<file path="src/rtl/tanh_pkg.sv">
// rtl/tanh_pkg.sv - shared widths, fixed-point constants and loader state encoding
package tanh_pkg;
  localparam int N  = 32;
  localparam int Q  = 16;
  localparam int AW = 10;
  localparam int DW = 32;

  localparam logic [N-1:0] FX_ONE     = N'(1) << Q;
  localparam logic [N-1:0] FX_NEG_ONE = 32'hFFFF_0000;

  typedef enum logic [1:0] {
    IDLE = 2'd0,
    LOAD = 2'd1,
    DONE = 2'd2
  } ld_state_e;
endpackage

</file>
<file path="src/rtl/tanh_lut_loader_if.sv">
// rtl/tanh_lut_loader_if.sv - sample stream, table write port and status of the tanh loader
interface tanh_lut_loader_if;
  import tanh_pkg::*;

  logic          start;
  logic          s_valid;
  logic [DW-1:0] s_data;
  logic          s_ready;
  logic          mem_we;
  logic [AW-1:0] mem_addr;
  logic [DW-1:0] mem_wdata;
  logic          busy;
  logic          table_valid;
  logic          err_mono;
  logic          err_range;
  logic [DW-1:0] checksum;

  modport master (
    output start, s_valid, s_data,
    input  s_ready, mem_we, mem_addr, mem_wdata, busy, table_valid,
           err_mono, err_range, checksum
  );

  modport slave (
    input  start, s_valid, s_data,
    output s_ready, mem_we, mem_addr, mem_wdata, busy, table_valid,
           err_mono, err_range, checksum
  );
endinterface

</file>
<file path="src/rtl/tanh_sample_check.sv">
// rtl/tanh_sample_check.sv - combinational tanh-table invariant check for one sample
module tanh_sample_check
  import tanh_pkg::*;
(
  input  logic [N-1:0] i_sample,
  input  logic [N-1:0] i_prev,
  input  logic         i_first,
  output logic         o_mono_violation,
  output logic         o_range_violation
);

  assign o_mono_violation  = !i_first && ($signed(i_sample) < $signed(i_prev));
  assign o_range_violation = i_sample[N-1] || ($signed(i_sample) > $signed(FX_ONE));

endmodule

</file>
<file path="src/rtl/tanh_lut_loader.sv">
// rtl/tanh_lut_loader.sv - streams 2^AW tanh samples into the table RAM, checks them
// and raises table_valid only once every entry has been written
module tanh_lut_loader
  import tanh_pkg::*;
(
  input  logic clk,
  input  logic rst_n,
  tanh_lut_loader_if.slave bus
);

  ld_state_e     r_state;
  ld_state_e     w_next_state;
  logic [AW-1:0] r_cnt;
  logic [DW-1:0] r_prev;
  logic [DW-1:0] r_checksum;
  logic          r_err_mono;
  logic          r_err_range;
  logic          r_table_valid;
  logic          r_mem_we;
  logic [AW-1:0] r_mem_addr;
  logic [DW-1:0] r_mem_wdata;

  logic w_xfer;
  logic w_last;
  logic w_clear;
  logic w_mono;
  logic w_range;

  assign w_xfer = (r_state == LOAD) && bus.s_valid;
  assign w_last = (r_cnt == {AW{1'b1}});

  tanh_sample_check u_check (
    .i_sample          (bus.s_data),
    .i_prev            (r_prev),
    .i_first           (r_cnt == '0),
    .o_mono_violation  (w_mono),
    .o_range_violation (w_range)
  );

  always_comb begin
    w_next_state = r_state;
    w_clear      = 1'b0;
    case (r_state)
      IDLE: if (bus.start) begin
        w_next_state = LOAD;
        w_clear      = 1'b1;
      end
      LOAD: if (w_xfer && w_last) w_next_state = DONE;
      DONE: if (bus.start) begin
        w_next_state = LOAD;
        w_clear      = 1'b1;
      end
      default: w_next_state = IDLE;
    endcase
  end

  always_ff @(posedge clk or negedge rst_n) begin
    if (!rst_n) begin
      r_state <= IDLE;
    end else begin
      r_state <= w_next_state;
    end
  end

  // table_valid rises the cycle after the final write so that write has landed in RAM
  always_ff @(posedge clk or negedge rst_n) begin
    if (!rst_n) begin
      r_cnt         <= '0;
      r_prev        <= '0;
      r_checksum    <= '0;
      r_err_mono    <= 1'b0;
      r_err_range   <= 1'b0;
      r_table_valid <= 1'b0;
    end else if (w_clear) begin
      r_cnt         <= '0;
      r_prev        <= '0;
      r_checksum    <= '0;
      r_err_mono    <= 1'b0;
      r_err_range   <= 1'b0;
      r_table_valid <= 1'b0;
    end else if (w_xfer) begin
      r_cnt       <= w_last ? r_cnt : r_cnt + 1'b1;
      r_prev      <= bus.s_data;
      r_checksum  <= r_checksum + bus.s_data;
      r_err_mono  <= r_err_mono | w_mono;
      r_err_range <= r_err_range | w_range;
    end else if (r_state == DONE) begin
      r_table_valid <= 1'b1;
    end
  end

  always_ff @(posedge clk or negedge rst_n) begin
    if (!rst_n) begin
      r_mem_we    <= 1'b0;
      r_mem_addr  <= '0;
      r_mem_wdata <= '0;
    end else begin
      r_mem_we <= w_xfer;
      if (w_xfer) begin
        r_mem_addr  <= r_cnt;
        r_mem_wdata <= bus.s_data;
      end
    end
  end

  assign bus.s_ready     = (r_state == LOAD);
  assign bus.busy        = (r_state == LOAD);
  assign bus.mem_we      = r_mem_we;
  assign bus.mem_addr    = r_mem_addr;
  assign bus.mem_wdata   = r_mem_wdata;
  assign bus.table_valid = r_table_valid;
  assign bus.err_mono    = r_err_mono;
  assign bus.err_range   = r_err_range;
  assign bus.checksum    = r_checksum;

endmodule

</file>
<file path="src/flat_wrapper.sv">
// flat-port wrapper written by rule: the top's interface ports become plain ports
module tanh_lut_loader_flat import tanh_pkg::*;
  (clk, rst_n, bus_start, bus_s_valid, bus_s_data, bus_s_ready, bus_mem_we, bus_mem_addr, bus_mem_wdata, bus_busy, bus_table_valid, bus_err_mono, bus_err_range, bus_checksum);
  tanh_lut_loader_if bus_i ();
  input  logic clk;
  input  logic rst_n;
  input wire logic [$bits(bus_i.start)-1:0] bus_start;
  input wire logic [$bits(bus_i.s_valid)-1:0] bus_s_valid;
  input wire logic [$bits(bus_i.s_data)-1:0] bus_s_data;
  output wire logic [$bits(bus_i.s_ready)-1:0] bus_s_ready;
  output wire logic [$bits(bus_i.mem_we)-1:0] bus_mem_we;
  output wire logic [$bits(bus_i.mem_addr)-1:0] bus_mem_addr;
  output wire logic [$bits(bus_i.mem_wdata)-1:0] bus_mem_wdata;
  output wire logic [$bits(bus_i.busy)-1:0] bus_busy;
  output wire logic [$bits(bus_i.table_valid)-1:0] bus_table_valid;
  output wire logic [$bits(bus_i.err_mono)-1:0] bus_err_mono;
  output wire logic [$bits(bus_i.err_range)-1:0] bus_err_range;
  output wire logic [$bits(bus_i.checksum)-1:0] bus_checksum;
  assign bus_i.start = bus_start;
  assign bus_i.s_valid = bus_s_valid;
  assign bus_i.s_data = bus_s_data;
  assign bus_s_ready = bus_i.s_ready;
  assign bus_mem_we = bus_i.mem_we;
  assign bus_mem_addr = bus_i.mem_addr;
  assign bus_mem_wdata = bus_i.mem_wdata;
  assign bus_busy = bus_i.busy;
  assign bus_table_valid = bus_i.table_valid;
  assign bus_err_mono = bus_i.err_mono;
  assign bus_err_range = bus_i.err_range;
  assign bus_checksum = bus_i.checksum;
  tanh_lut_loader u_core (.clk(clk), .rst_n(rst_n), .bus(bus_i));
endmodule
</file>
<file path="config.mk">
export PLATFORM = sky130hd
export DESIGN_NAME = tanh_lut_loader_flat
export DESIGN_NICKNAME = d
export VERILOG_FILES = /design/src/rtl/tanh_pkg.sv /design/src/rtl/tanh_lut_loader_if.sv /design/src/rtl/tanh_sample_check.sv /design/src/rtl/tanh_lut_loader.sv /design/src/flat_wrapper.sv
export SDC_FILE = /design/constraint.sdc
export NUM_CORES = 1
export LEC_CHECK = 0
export ABC_AREA = 1
export CAP_MARGIN = 5
export CORE_ASPECT_RATIO = 0.5
export CORE_MARGIN = 2
export CORE_UTILIZATION = 45
export CTS_BUF_LIST = sky130_fd_sc_hd__clkbuf_16
export DETAILED_ROUTE_END_ITERATION = 10
export PLACE_DENSITY = 0.74
export SYNTH_ARGS = -nofsm -noshare
export SYNTH_HDL_FRONTEND = slang
export SYNTH_SLANG_ARGS = --single-unit
</file>
<file path="constraint.sdc">
create_clock -name clk -period 2.8 [get_ports clk]
set_input_delay 0.56 -clock clk [delete_from_list [all_inputs] [get_ports clk]]
set_output_delay 0.56 -clock clk [all_outputs]
set_load 0.02 [all_outputs]
</file>
* Word-level counts from Yosys, hierarchy flattened
Cells that the tools add are included.
Widths: inputs -> output; s select.
** Storage, ports and cells
- Bits in registers :: 122
- Bits of input ports :: 36
- Output and inout bits :: 80
- Word-level logic and storage cells :: 55
** Cells by class
- $add $sub $neg :: 2
- Magnitude comparators :: 2
- Eq/ne operators :: 7
- Multiplexer cells :: 19
- Bitwise gates (word level) :: 2
- Reductions and logical operators :: 13
** Operators by type and width (number)
- $mux 32 :: 4
- $add 32x32->32 :: 1
- $gt 32x18->1 const B :: 1
- $lt 32x32->1 :: 1
- $mux 10 :: 3
- $add 10x1->10 const B :: 1
- $eq 10x10->1 const B :: 1
- $logic_not 10->1 :: 1
- $mux 1 :: 9
- $reduce_and 2->1 :: 3
- $mux 2 :: 2
- $ne 2x1->1 const B :: 2
- $ne 2x2->1 const B :: 2
- $pmux 2 s2 :: 1
- $reduce_bool 2->1 :: 2
- $logic_and 1x1->1 :: 3
- $eq 2x1->1 const B :: 1
- $eq 2x2->1 const B :: 1
- $logic_not 2->1 :: 1
- $or 1x1->1 :: 2
- $reduce_or 2->1 :: 1
- $logic_not 1->1 :: 1
- $logic_or 1x1->1 :: 1

* Longest topological paths before layout
- Depth in word-level cells :: 6
- Gate-level depth with buffers :: 15
- Gate-level depth less buffers :: 15

* Modules after synthesis
From an unflattened synthesis, not the netlist that was laid out.
** Second synthesis, totals
- Cell total of the unflattened synthesis :: 1148
- Area, all modules :: 8029.0 sq um
** By module, submodules not included
- tanh_lut_loader :: times used 1, cells an instance 999, area each 7081.8 sq um, sequential area each 3052.9 sq um
- tanh_sample_check :: times used 1, cells an instance 149, area each 947.2 sq um, sequential area each 0.0 sq um

* Worst setup path after synthesis
No wires, ideal clock.
- Kind :: in2reg
- Start :: input bus_s_data[0]
- End :: register u_core.r_checksum[30], in the netlist u_core.bus.checksum[30]
- Library setup time :: 0.122 ns
- Arrival :: 2.035 ns
- Data required time :: 2.678 ns
- Setup slack :: 0.642 ns
- Cell stages on the path :: 11
- Path buffers :: 0
- Path through :: ha_1 -> inv_1 -> fa_1 -> o21ai_1 -> nand2_1 -> nand2_1 -> nand3_1 -> nand2_1 -> nand3_1 -> a21oi_1 -> o21ai_1
** On the way
- Longest elaborated chain between the ends :: 3
** Ends and longest elaborated chain
- from (decl) :: line flat_wrapper.sv:9 : input wire logic [$bits(bus_i.s_data)-1:0] bus_s_data;
- $add 32x32->32 :: line tanh_lut_loader.sv:84 : r_checksum <= r_checksum + bus.s_data;
- $mux 32 :: line tanh_lut_loader.sv:81 : end else if (w_xfer) begin
- $mux 32 :: line tanh_lut_loader.sv:74 : end else if (w_clear) begin
- to (signal assigned) :: line tanh_lut_loader.sv:84
- to (decl) :: line tanh_lut_loader.sv:15 : logic [DW-1:0] r_checksum;
Every way passes these cells. The select of a mux whose other input is x is not followed.
A chain may end at the register's enable or synchronous reset.

* Worst setup path in the final report
Same ends and word-level chain as after synthesis.

==> impl_metrics.csv <==
group,metric,value,unit
run_status,status,"completed",
critical_path,cp.required,3.11,ns
power_and_ir_drop,pwr_density_cell,1024,mW/mm²
global_routing,grt_max_degree,70,
timing,fmax,0.4097,GHz
critical_path,cp_max_fo,5,
critical_path,slowest_delay,0.49,ns
yosys,synthMuxAreaShare,0,
place,gp_congestion,0.9097,
place,place_area,0.008811,mm²
timing,fin_tns_setup,0,ns
critical_path,critPathBufInv,3,
critical_path,r2r_cells,12,
power_and_ir_drop,max-vdd-ir-drop,450.8,µV
global_routing,grt_pass1_vias,6830,
yosys,synth_fp_nets,1026,
floorplan,start_util,0.4647,
timing,finalClockSkew,0.009189,ns
yosys,yosysTopAreaCell,"dfrtp_1",
yosys,synthXorXnorAreaFrac,0.003631,
clocking,cts_root_buf,"clkbuf_16",
critical_path,path_common_cell,"nand2_1",
power_and_ir_drop,switching_share,0.4271,
critical_path,arrival,2.75,ns
route,drt-initial-drc-count,610,
route,num_vias,7007,
power_and_ir_drop,p_seq_frac,0.279,
route,viasPerCell,5.457,
power_and_ir_drop,clockPowerShare,0.231,
clocking,clk_pin_slew,0.06,ns
critical_path,r2r_end,"u_core.bus.checksum[30]$_DFFE_PN0P_",
yosys,synth-simple-area-share,0.2012,
power_and_ir_drop,switchingPower,4.112,mW
critical_path,worstSetupStartpointType,"input port",
clocking,h-tree-depth,4,
route,routed_wl,21.19,mm
timing,hold_viol_final,0,
yosys,yosys_warnings,0,
critical_path,crit_chain,"clkdlybuf4s50_1 -> ha_1 -> inv_1 -> fa_1 -> o21ai_1 -> buf_4 -> nand2_1 -> nand2_1 -> nand3_1 -> nand2_1 -> nand3_1 -> a21oi_1 -> o21ai_1",
timing,rsz0062_at_grt,"false",
yosys,synthesis.area,0.007237,mm²
critical_path,worstSetupEndpointType,"register",
floorplan,std_cell_rows,32,
place,dp_hpwl,16.18,mm
flow_run,max_cap_violations,0,
floorplan,die_w,183.3,µm
yosys,synth-adder-area-share,0.1134,
route,wl_per_cell,16.50,µm
floorplan,die_y,93.67,µm
floorplan,fp.coreArea,0.01557,mm²
place,pre_cts_ws,-0.03986,ns
critical_path,reg2reg_from,"u_core.bus.checksum[0]$_DFFE_PN0P_",
global_routing,track_usage,0.2578,
critical_path,path_delay_family,"buffers and inverters",
clocking,cts_tree,"yes",
yosys,ys_types,34,
yosys,ys_seq_area_frac,0.4219,
route,ant_nets,0,
yosys,synth_compound_area_frac,0.1845,
place,port_buffers,115,
timing,relSlewSlack,0.5491,
timing,period_share,0.8717,
floorplan,die_area,0.01717,mm²
power_and_ir_drop,leakage,4.554,nW
clocking,cts_inserted_buffers,17,
clocking,cts_buffer_depth,2,
clocking,post_cts_buffers,0,
clocking,ctsHoldBuffers,0,
timing,setup_ws,0.3591,ns
route,drt_first_pass_iters,5,
clocking,clock_latency,0.42,ns
final_layout,final_area,0.009400,mm²
final_layout,drive_gt1_frac,0.07685,
yosys,ys_top_cells_by_area,"dfrtp_1, nand2_1, ha_1",
final_layout,nets,1168,
route,drc,0,
critical_path,path_class,"in2reg",
global_routing,grt_pass1_wl,34.43,mm
timing,maxSlewViolCount,0,
critical_path,crit_slowest_cell,"clkdlybuf4s50_1",
timing,setup_viol,0,
global_routing,grt.overflow.total,0,
yosys,synth_top_family_by_area,"simple AND/OR/NAND/NOR gates",
power_and_ir_drop,combPwrFrac,0.490,
final_layout,diodes,0,
final_layout,syn_to_final_growth,29.89,%
critical_path,r2r_slack,0.60,ns
power_and_ir_drop,internal_power,5.516,mW
timing,post-route-min-period,2.441,ns
clocking,cts_resized,0,
yosys,synth_seq_cells,122,
floorplan,ioPinCount,116,
worst_hold_path,hp-class,"in2async",
global_routing,grt_antenna_before_repair,0,
clocking,cts_sinks,122,
timing,worst_pin_slew,0.6763,ns
yosys,synth_area_per_cell,7.824,µm²
yosys,synthCells,925,
yosys,synth_top_area_share,0.4219,
[power by group through the flow]
| stage | logic [mW] | clock network, mW | registers, mW |
|---|---|---|---|
| 2_1_floorplan | 2.43 | 0 | 3.08 |
| 4_1_cts | 4.69 | 2.25 | 2.69 |
| 3_3_place_gp | 4.56 | 0 | 2.69 |
| 5_1_grt | 5.25 | 2.33 | 2.75 |
| 3_5_place_dp | 4.65 | 0 | 2.71 |
| 6_report | 4.71 | 2.22 | 2.69 |
[cell type report]
class / count / area (µm²)
clock buffers: 17 / 425.4
clock inverters: 15 / 163.9
fillers: 1381 / 6175
inverters: 116 / 435.4
multi-input cells: 662 / 3646
flip-flops and latches: 122 / 3053
well taps: 204 / 255.2
repair buffers: 148 / 1421
[per-stage QoR]
step | cells | power (mW) | hold WS [ns] | utilization
2_1_floorplan | 925 | 5.511 | 0.2644 | -
3_3_place_gp | 1252 | 7.247 | 0.4654 | 0.5657
3_5_place_dp | 1252 | 7.357 | 0.4727 | 0.5657
4_1_cts | 1284 | 9.630 | 0.1872 | 0.6036
5_1_grt | 1284 | 10.33 | 0.2118 | 0.6036
6_report | 1284 | 9.628 | 0.1677 | 0.6036
[layer usage]
| metal | routed length, µm | share of wire | GRT usage | vias to the layer above |
|---|---|---|---|---|
| met4 | 394 | 0.019 | 0.08800 | 0 |
| met5 | 0 | 0 | 0 | - |
| li1 | - | - | - | 3390 |
| met3 | 1326 | 0.063 | 0.03760 | 37 |
| met1 | 9997 | 0.47 | 0.3695 | 3334 |
| met2 | 9473 | 0.45 | 0.4018 | 246 |
[flip-flops by register name, summed over array words and instances (netlist names)]
signal / flops
u_core.bus.mem_wdata: 32
u_core.bus.err_range: 1
u_core.bus.err_mono: 1
u_core.r_prev: 32
u_core.bus.mem_we: 1
u_core.r_cnt: 10
u_core.r_state: 2
u_core.bus.mem_addr: 10
u_core.bus.table_valid: 1
u_core.bus.checksum: 32
[worst max path at each step]
stage,cells past startpoint,startpoint,slack (ns),end
after detailed placement,13,bus_s_data[0],-0.04,u_core.bus.checksum[30]$_DFFE_PN0P_
final,13,bus_s_data[0],0.36,u_core.bus.checksum[30]$_DFFE_PN0P_
after floorplan,11,bus_s_data[0],0.64,u_core.bus.checksum[30]$_DFFE_PN0P_
after global routing,13,bus_s_data[0],0.09,u_core.bus.checksum[30]$_DFFE_PN0P_
after CTS,13,bus_s_data[0],0.37,u_core.bus.checksum[30]$_DFFE_PN0P_
after global placement,15,bus_s_data[0],0.03,u_core.bus.checksum[22]$_DFFE_PN0P_
[cell usage after synthesis]
cell,number
a21o_1,11
a21oi_1,79
a22o_1,1
a31oi_1,2
a41oi_1,1
buf_2,1
buf_4,2
buf_6,1
clkbuf_1,21
dfrtp_1,122
fa_1,1
ha_1,64
inv_1,109
inv_2,7
nand2_1,229
nand2_4,1
nand3_1,31
nand3_2,3
nand3b_1,1
nand4_1,12
nor2_1,59
nor2_2,3
nor3_1,8
nor4_1,6
o211ai_1,3
o21a_1,5
o21ai_0,70
o21ai_1,30
o21ai_2,2
o21ai_4,1
o21bai_1,4
o22ai_1,30
o31ai_1,2
xor2_1,3
[layout by cell type (no fill, tap or decap), drive strengths merged, types with 11 or more instances in the layout]
cell / netlist / routed
o22ai: 30 / 30
nor2: 62 / 62
dfrtp: 122 / 122
a21o: 11 / 11
nand4: 12 / 12
o21ai: 103 / 103
clkdlybuf4s50: 0 / 114
buf: 4 / 34
inv: 116 / 122
ha: 64 / 64
a21oi: 79 / 79
nand2: 230 / 230
clkbuf: 21 / 17
nand3: 34 / 34
[logic make-up (layout without fill, tap and decap cells)]
logic type                 count (synthesis)  count (layout)
adders and majority gates                 65              65
DFF                                      122             122
and+or+nand+nor                          353             353
AOI/OAI and AO/OA                        241             241
xor gates and xnor gates                   3               3
buffers and inverters                    141             296
(Power assumes the default switching activity.)
